<file path="src/rtl/updown_display_counter.sv">
`default_nettype none
// ============================================================================
//  Module      : updown_display_counter
//  Description : Multi-digit BCD/hex up/down counter with count prescaler,
//                synchronous load, wrap flag and time-multiplexed
//                common-anode seven-segment drive.
//  Ports       : clk, rst           - clock, async active-high reset
//                UP_DOWN, pause     - count direction, freeze prescaler/count
//                load, load_value   - synchronous load strobe and value
//                count_out          - nibble-packed count, digit 0 in [3:0]
//                tick_out, wrap_out - one-cycle step / wrap pulses
//                an_out             - active-low digit enables (one-hot-low)
//                Seven_segment_out  - active-low segments {g,f,e,d,c,b,a}
//  Revision    : 1.0 - initial release
// ============================================================================
module updown_display_counter #(
    parameter int DIGITS   = 4,
    parameter int TICK_DIV = 50_000_000,
    parameter int SCAN_DIV = 100_000,
    parameter int BCD      = 1
) (
    input  logic                  clk,
    input  logic                  rst,
    input  logic                  UP_DOWN,
    input  logic                  pause,
    input  logic                  load,
    input  logic [4*DIGITS-1:0]   load_value,
    output logic [4*DIGITS-1:0]   count_out,
    output logic                  tick_out,
    output logic                  wrap_out,
    output logic [DIGITS-1:0]     an_out,
    output logic [6:0]            Seven_segment_out
);

    localparam int PW = $clog2(TICK_DIV);
    localparam int SW = $clog2(SCAN_DIV);
    localparam int IW = (DIGITS > 1) ? $clog2(DIGITS) : 1;

    localparam logic [PW-1:0]     PRESC_TOP = PW'(TICK_DIV - 1);
    localparam logic [SW-1:0]     SCAN_TOP  = SW'(SCAN_DIV - 1);
    localparam logic [IW-1:0]     IDX_LAST  = IW'(DIGITS - 1);
    localparam logic [3:0]        DIG_MAX   = (BCD != 0) ? 4'd9 : 4'd15;
    localparam logic [DIGITS-1:0] AN_RST    = ~(DIGITS'(1));
    localparam logic [6:0]        SEG_ZERO  = 7'b1000000;

    logic [PW-1:0]        presc_q, presc_d;
    logic [4*DIGITS-1:0]  count_q, count_d;
    logic                 tick_q, tick_d;
    logic                 wrap_q, wrap_d;
    logic [SW-1:0]        scan_q, scan_d;
    logic [IW-1:0]        idx_q, idx_d;
    logic [DIGITS-1:0]    an_q, an_d;
    logic [6:0]           seg_q, seg_d;

    logic                 step;
    logic                 carry;
    logic [4*DIGITS-1:0]  stepped;
    logic [4*DIGITS-1:0]  loaded;
    logic [3:0]           cur_digit;

    function automatic logic [6:0] seg_decode(input logic [3:0] v);
        case (v)
            4'h0:    seg_decode = 7'b1000000;
            4'h1:    seg_decode = 7'b1111001;
            4'h2:    seg_decode = 7'b0100100;
            4'h3:    seg_decode = 7'b0110000;
            4'h4:    seg_decode = 7'b0011001;
            4'h5:    seg_decode = 7'b0010010;
            4'h6:    seg_decode = 7'b0000010;
            4'h7:    seg_decode = 7'b1111000;
            4'h8:    seg_decode = 7'b0000000;
            4'h9:    seg_decode = 7'b0010000;
            4'hA:    seg_decode = 7'b0001000;
            4'hB:    seg_decode = 7'b0000011;
            4'hC:    seg_decode = 7'b1000110;
            4'hD:    seg_decode = 7'b0100001;
            4'hE:    seg_decode = 7'b0000110;
            default: seg_decode = 7'b0001110;
        endcase
    endfunction

    // Load has priority over a step, so a step is suppressed while loading.
    assign step = (presc_q == PRESC_TOP) && !pause && !load;

    // Ripple increment/decrement. carry enters digit 0 as the +/-1 and leaves
    // the top digit set only when every digit rolled over, i.e. a wrap.
    always_comb begin
        stepped = count_q;
        carry   = 1'b1;
        for (int i = 0; i < DIGITS; i++) begin
            if (carry) begin
                if (UP_DOWN) begin
                    if (count_q[4*i +: 4] == DIG_MAX) begin
                        stepped[4*i +: 4] = 4'd0;
                    end else begin
                        stepped[4*i +: 4] = count_q[4*i +: 4] + 4'd1;
                        carry = 1'b0;
                    end
                end else begin
                    if (count_q[4*i +: 4] == 4'd0) begin
                        stepped[4*i +: 4] = DIG_MAX;
                    end else begin
                        stepped[4*i +: 4] = count_q[4*i +: 4] - 4'd1;
                        carry = 1'b0;
                    end
                end
            end
        end
    end

    // In decimal mode an out-of-range nibble is clamped to 9.
    always_comb begin
        loaded = load_value;
        for (int i = 0; i < DIGITS; i++) begin
            if (load_value[4*i +: 4] > DIG_MAX) begin
                loaded[4*i +: 4] = DIG_MAX;
            end
        end
    end

    always_comb begin
        presc_d = presc_q;
        if (load) begin
            presc_d = '0;
        end else if (!pause) begin
            presc_d = (presc_q == PRESC_TOP) ? '0 : presc_q + PW'(1);
        end

        count_d = count_q;
        if (load) begin
            count_d = loaded;
        end else if (step) begin
            count_d = stepped;
        end

        tick_d = step;
        wrap_d = step && carry;
    end

    // Scan runs independently of pause so the display keeps refreshing.
    always_comb begin
        scan_d = scan_q + SW'(1);
        idx_d  = idx_q;
        if (scan_q == SCAN_TOP) begin
            scan_d = '0;
            idx_d  = (idx_q == IDX_LAST) ? '0 : idx_q + IW'(1);
        end

        cur_digit = 4'd0;
        for (int i = 0; i < DIGITS; i++) begin
            if (idx_q == IW'(i)) begin
                cur_digit = count_q[4*i +: 4];
            end
        end

        an_d        = '1;
        an_d[idx_q] = 1'b0;
        seg_d       = seg_decode(cur_digit);
    end

    always_ff @(posedge clk or posedge rst) begin
        if (rst) begin
            presc_q <= '0;
            count_q <= '0;
            tick_q  <= 1'b0;
            wrap_q  <= 1'b0;
            scan_q  <= '0;
            idx_q   <= '0;
            an_q    <= AN_RST;
            seg_q   <= SEG_ZERO;
        end else begin
            presc_q <= presc_d;
            count_q <= count_d;
            tick_q  <= tick_d;
            wrap_q  <= wrap_d;
            scan_q  <= scan_d;
            idx_q   <= idx_d;
            an_q    <= an_d;
            seg_q   <= seg_d;
        end
    end

    assign count_out         = count_q;
    assign tick_out          = tick_q;
    assign wrap_out          = wrap_q;
    assign an_out            = an_q;
    assign Seven_segment_out = seg_q;

endmodule
`default_nettype wire
</file>
<file path="config.mk">
export PLATFORM = sky130hd
export DESIGN_NAME = updown_display_counter
export DESIGN_NICKNAME = d
export VERILOG_FILES = /design/src/rtl/updown_display_counter.sv
export SDC_FILE = /design/constraint.sdc
export NUM_CORES = 1
export LEC_CHECK = 0
export CAP_MARGIN = 0
export CORE_ASPECT_RATIO = 0.6
export CORE_MARGIN = 5
export CORE_UTILIZATION = 25
export DETAILED_ROUTE_END_ITERATION = 6
export GPL_TIMING_DRIVEN = 0
export SYNTH_ARGS = -nofsm -noshare
export SYNTH_HDL_FRONTEND = slang
export SYNTH_SLANG_ARGS = --single-unit
</file>
<file path="constraint.sdc">
create_clock -name clk -period 8 [get_ports clk]
set_input_delay 0.8 -clock clk [delete_from_list [all_inputs] [get_ports clk]]
set_output_delay 0.8 -clock clk [all_outputs]
set_load 0.02 [all_outputs]
</file>
==> results of run 1 <==
synthesized netlist by cell type (all sizes together) (5+ instances only):
master	instances
o21ai	25
nand2b	8
nand3	16
a22oi	5
o21a	6
dfrtp	70
ha	12
nor4	8
nor2	53
xnor2	18
a21oi	19
buf	5
mux2i	8
xor2	28
inv	15
and2	5
nand4	14
and3	12
nor3	20
and4	6
nand2	41
clkbuf	21
or4	5
cell usage in the layout (no fill, tap or decap), types with 5 or more instances in the layout:
master           count
ha_1                12
xor2_1              28
nor3_1              20
nor2_1              53
nand4_1             14
clkbuf_1            22
a21oi_1             19
and3_1              12
or4_1                5
clkbuf_16            9
nor4_1               6
and4_1               6
o21ai_0             24
nand3_1             16
a22oi_1              5
mux2i_1              8
inv_1               14
nand2b_1             8
nand2_1             41
clkdlybuf4s50_1     48
and2_1               5
xnor2_1             18
o21a_1               6
dfrtp_1             70
final cells by class:
cell class	instances	area (um2)
Buffer	26	115
Clock buffer	11	243
Clock inverter	5	77.6
Fill cell	1779	11700
Inverter	15	58.8
Multi-Input combinational cell	366	2350
Sequential cell	74	1860
Tap cell	234	293
Timing Repair Buffer	49	500
flip-flops by register name, indices dropped and copies added (netlist names):
name and cells:
Seven_segment_out 7, an_out 4, count_out 16, idx_q 2, presc_q 26, scan_q 17
tick_out 1, wrap_out 1
worst paths after layout:
path	slack (ns)	to	startpoint
worst max-delay path	5.22	count_out[6]	presc_q[10]
max in group asynchronous	6.58	count_out[7]	rst
worst min-delay path	0.49	scan_q[13]	scan_q[13]
worst min register to register	0.49	scan_q[13]	scan_q[13]
min in group asynchronous	0.84	scan_q[11]	rst
worst max register to register	5.22	count_out[6]	presc_q[10]
routing by layer:
| metal | vias up | GRT usage |
|---|---|---|
| li1 | 1831 | - |
| met1 | 1755 | 0.201 |
| met2 | 131 | 0.143 |
| met3 | 9 | 0.0330 |
| met4 | 0 | 0.0305 |
| met5 | - | 0 |
per-stage QoR:
stage          setup slack, ns  cells  utilization  instance area (um2)
2_1_floorplan             5.33    481            -                 4380
4_1_cts                   5.24    780        0.320                 5500
3_3_place_gp              3.86    763        0.300                 5160
3_5_place_dp              4.94    764        0.302                 5180
6_report                  5.22    780        0.320                 5500
5_1_grt                   4.99    780        0.320                 5500
worst max-delay path, cell delays in order (launching register included):
cell       delay [ns]
dfrtp_1          0.37
buf_6            0.13
or4b_1           0.50
or4_1            0.42
buf_6            0.16
or3_4            0.43
a2111oi_0        0.52
o31ai_1          0.11
kinds of logic after synthesis:
family,after synthesis,synth area share
AND/OR/NAND/NOR,213,0.261
AO/OA/AOI/OAI,86,0.126
flip-flops,74,0.424
XOR/XNOR,46,0.0919
buffers and inverters,41,0.0391
adder cells (fa/ha/maj),12,0.0343
multiplexers,9,0.0234
power by group:
group          internal, mW  switching (mW)  leakage, nW
registers             0.388          0.0128        0.972
logic                0.0648          0.0894         1.10
clock network         0.280           0.153        0.156
total                 0.733           0.256         2.23
==> impl_metrics.toml, run 1 <==
[layout]
area_growth_pct = 25.5
drive_gt1_frac = 0.0623
nets = 574
num_antenna_cells = 0

[grt]
antenna_found_initial = 0
grt_max_degree = 40
grt-ovfl-total = 0
grt_use_total = 0.120
grt_pass1_wl_um = 19800
grt_pass1_vias = 3514

[timing]
rsz0062_at_grt = "false"
hold_ws_ns = 0.489
min_period_ns = 2.78
tightest_slew_ns = 0.863
slew_headroom = 0.420
hold_viol_final = 0
setup_viol = 0
post-route-period-util = 0.348
fmax_mhz = 359
tns_ns = 0
fin_skew_ns = 0.00574
final_max_slew_viol_count = 0

[logic_synthesis]
syn_inst = 481
synth.avg_cell_area_um2 = 9.11
yosysWarnings = 0
synth_cell_types = 59
synth_edf_count = 0
syn-num-nets = 514
seq_area_frac_synth = 0.424
yosys-top-cells-area = "dfrtp_1 40%, xor2_1 5.6%, nor2_1 4.5%"
yosys.area.top_type_share = 0.400
yosys.area.top_type = "dfrtp_1"
synthFlopType = "dfrtp_1"
syn_area_um2 = 4380
synth_seq_cells = 74
async_flop_share = 1.00

[clock_network]
cts_hold_buf = 0
post-cts-setup-buffer-count = 0
clk_latency_ns = 0.34
cts_buffers = 9
postCtsResizedCells = 0
h-tree-depth = 3
cts_buffer_depth = 2
clk_pin_slew_worst_paths_ns = 0.06
cts_tree = "yes"
cts-root-buf = "clkbuf_16"
cts_sinks = 74

[die]
rows = 37
die_w_um = 181
core_um2 = 17200
io_pins = 50
fp.dieH_um = 113
dieArea_um2 = 20400
start_util = 0.255

[pwr]
total_power_uw = 989
ir_drop_mv = 0.0757
leakage_nw = 2.23
power_density_nw_per_um2 = 180

[placed_design]
place.gp.congestion = 0.835
dp_hpwl_um = 9140
port_buffers = 48

[drt]
wl_met1_um = 6810
vias = 3726
firstDrtPassIters = 5
met3WireLength_um = 898
ant_nets = 0
met2_length_um = 4140
top_layer = "met4"
wl_per_cell_um = 15.4
drtIter0Drc = 330
drt_wl_total_um = 12000
route.detailed.drc = 0
avgViaCountPerCell = 4.78

[critical_path]
crit_fanout = 7
r2r_cells = 7
setup.worst_path.start_class = "flip-flop"
worstSetupPathType = "flip-flop to flip-flop"
crit_path_end_kind = "flip-flop"
cp.required_ns = 8.20
arrival_ns = 2.98

[run]
cap_violations = 0

[status]
status = "completed"

[min_path]
hold_depth = 1
hp-class = "flip-flop to flip-flop"
(Power assumes the default switching activity.)
==> run 2, diff against run 1 <==
==> constraint.sdc (replaced) <==
create_clock -name clk -period 2.8 [get_ports clk]
set_input_delay 0.28 -clock clk [delete_from_list [all_inputs] [get_ports clk]]
set_output_delay 0.28 -clock clk [all_outputs]
set_load 0.02 [all_outputs]
==> impl_metrics.toml, run 2 (synthesized netlist as in run 1, its figures left out) <==
[critical_path]
arrival_ns = 2.91
path_cells = "buf_6, or4b_1, or4_1, buf_6, or3_4, a2111oi_1, o31ai_1"
cp_top_family = "simple AND/OR/NAND/NOR gates"
cp_slowest_cell = "or4b_1"
cp_common_cell = "buf_6"
worstSetupPathType = "flip-flop to flip-flop"
crit_buf_inv = 2
crit_fanout = 7
setup.worst_path.start_class = "flip-flop"
slowest_delay_ns = 0.50
cp.required_ns = 3.00
crit_path_end_kind = "flip-flop"

[timing]
min_period_ns = 2.72
fin_skew_ns = 0.00582
tns_ns = 0
rsz0062_at_grt = "false"
setup_viol = 0
slew_headroom = 0.409
post-route-period-util = 0.970
final_max_slew_viol_count = 0
fmax_mhz = 368
hold_ws_ns = 0.321
setup_ws_ns = 0.0848
tightest_slew_ns = 0.879
hold_viol_final = 0

[clock_network]
cts_hold_buf = 0
postCtsResizedCells = 0
cts-root-buf = "clkbuf_16"
post-cts-setup-buffer-count = 0
h-tree-depth = 3
clk_pin_slew_worst_paths_ns = 0.06
cts_buffer_depth = 2
cts_buffers = 9
clk_latency_ns = 0.34
cts_sinks = 74
cts_tree = "yes"

[layout]
largest_reg_flops = 26
area_growth_pct = 25.8
most-common-layout-cells = "70 x dfrtp_1, 53 x nor2_1, 48 x clkdlybuf4s50_1, 41 x nand2_1, 28 x xor2_1"
instances_no_fill = 778
largest_register = "presc_q"
nets = 572
nFillCells = 1777
fin_util = 0.321
num_antenna_cells = 0
drive_gt1_frac = 0.0717
multi_input_area_um2 = 2380
register_area_um2 = 1860
fin_area_um2 = 5510
final_common_cell = "dfrtp_1"

[grt]
grt_use_total = 0.120
grt_max_degree = 40
grt_pass1_wl_um = 19800
antenna_found_initial = 0
grt_pass1_vias = 3514
grt-ovfl-total = 0

[drt]
drt_wl_total_um = 12000
met3WireLength_um = 927
route.detailed.drc = 0
avgViaCountPerCell = 4.79
wl_per_cell_um = 15.4
vias = 3729
wl_met1_um = 6800
ant_nets = 0
met2_length_um = 4140
top_layer = "met4"
drtIter0Drc = 395
firstDrtPassIters = 5

[placed_design]
post-place-ws_ns = 0.0492
port_buffers = 48
dpl.cell_count = 764
dp_hpwl_um = 9140
place_area_um2 = 5180
place.gp.congestion = 0.835

[die]
die_w_um = 181
dieArea_um2 = 20400
rows = 37
start_util = 0.255
core_um2 = 17200
io_pins = 50
fp.dieH_um = 113

[status]
status = "completed"

[pwr]
total_power_mw = 2.82
ir_drop_mv = 0.216
power_density_nw_per_um2 = 512
leakage_nw = 2.23

[run]
cap_violations = 0

[min_path]
hp-class = "input port to async pin"
## run 2: changes by cell type in the layout (fill, tap and decap cells not counted), moves of 2 or more
cell	before	now
clkbuf_1	22	19
nor3_2	0	2
nor3_1	20	18
a22oi_1	5	3
a22oi_2	0	2
## run 2: routing by layer
metal  vias to the layer above  track usage
met1                      1752        0.201
met3                        10       0.0330
li1                       1826            -
met2                       141        0.143
met4                         0       0.0305
met5                         -            0
## run 2: worst paths after layout
check	start	to	slack, ns	cells past startpoint
hold / removal	rst	scan_q[11]	0.32	2
setup / recovery	presc_q[10]	count_out[6]	0.08	7
min in group clk	scan_q[13]	scan_q[13]	0.49	1
setup reg to reg	presc_q[10]	count_out[6]	0.08	7
max in group asynchronous	rst	count_out[7]	1.90	3
hold reg to reg	scan_q[13]	scan_q[13]	0.49	1
## run 2: layout make-up
cell class,count,area share
sequential,74,0.337
buffer,24,0.0197
clock buffer,11,0.0440
tap,234,0.0531
multi-input combinational,366,0.431
timing repair buffer,49,0.0908
inverter,15,0.0107
clock inverter,5,0.0141
## run 2: worst reg2reg max path: stages, from the launching register on
cell and delay [ns]:
dfrtp_1 0.37, buf_6 0.13, or4b_1 0.50, or4_1 0.42, buf_6 0.16, or3_4 0.43
a2111oi_1 0.46, o31ai_1 0.11
## run 2: power breakdown
| part | switching (mW) | internal (mW) |
|---|---|---|
| Combinational | 0.248 | 0.185 |
| Clock | 0.437 | 0.801 |
| Sequential | 0.0446 | 1.11 |
| Total | 0.729 | 2.10 |
==> run 3, diff against run 2 <==
--- a/config.mk
+++ b/config.mk
@@ -11,6 +11,7 @@
 export CORE_UTILIZATION = 25
 export DETAILED_ROUTE_END_ITERATION = 6
 export GPL_TIMING_DRIVEN = 0
+export HOLD_SLACK_MARGIN = 0.03
 export SYNTH_ARGS = -nofsm -noshare
 export SYNTH_HDL_FRONTEND = slang
 export SYNTH_SLANG_ARGS = --single-unit
==> results of run 3 <==
Same layout as run 2: the final DEF is identical, and so are final timing and power.
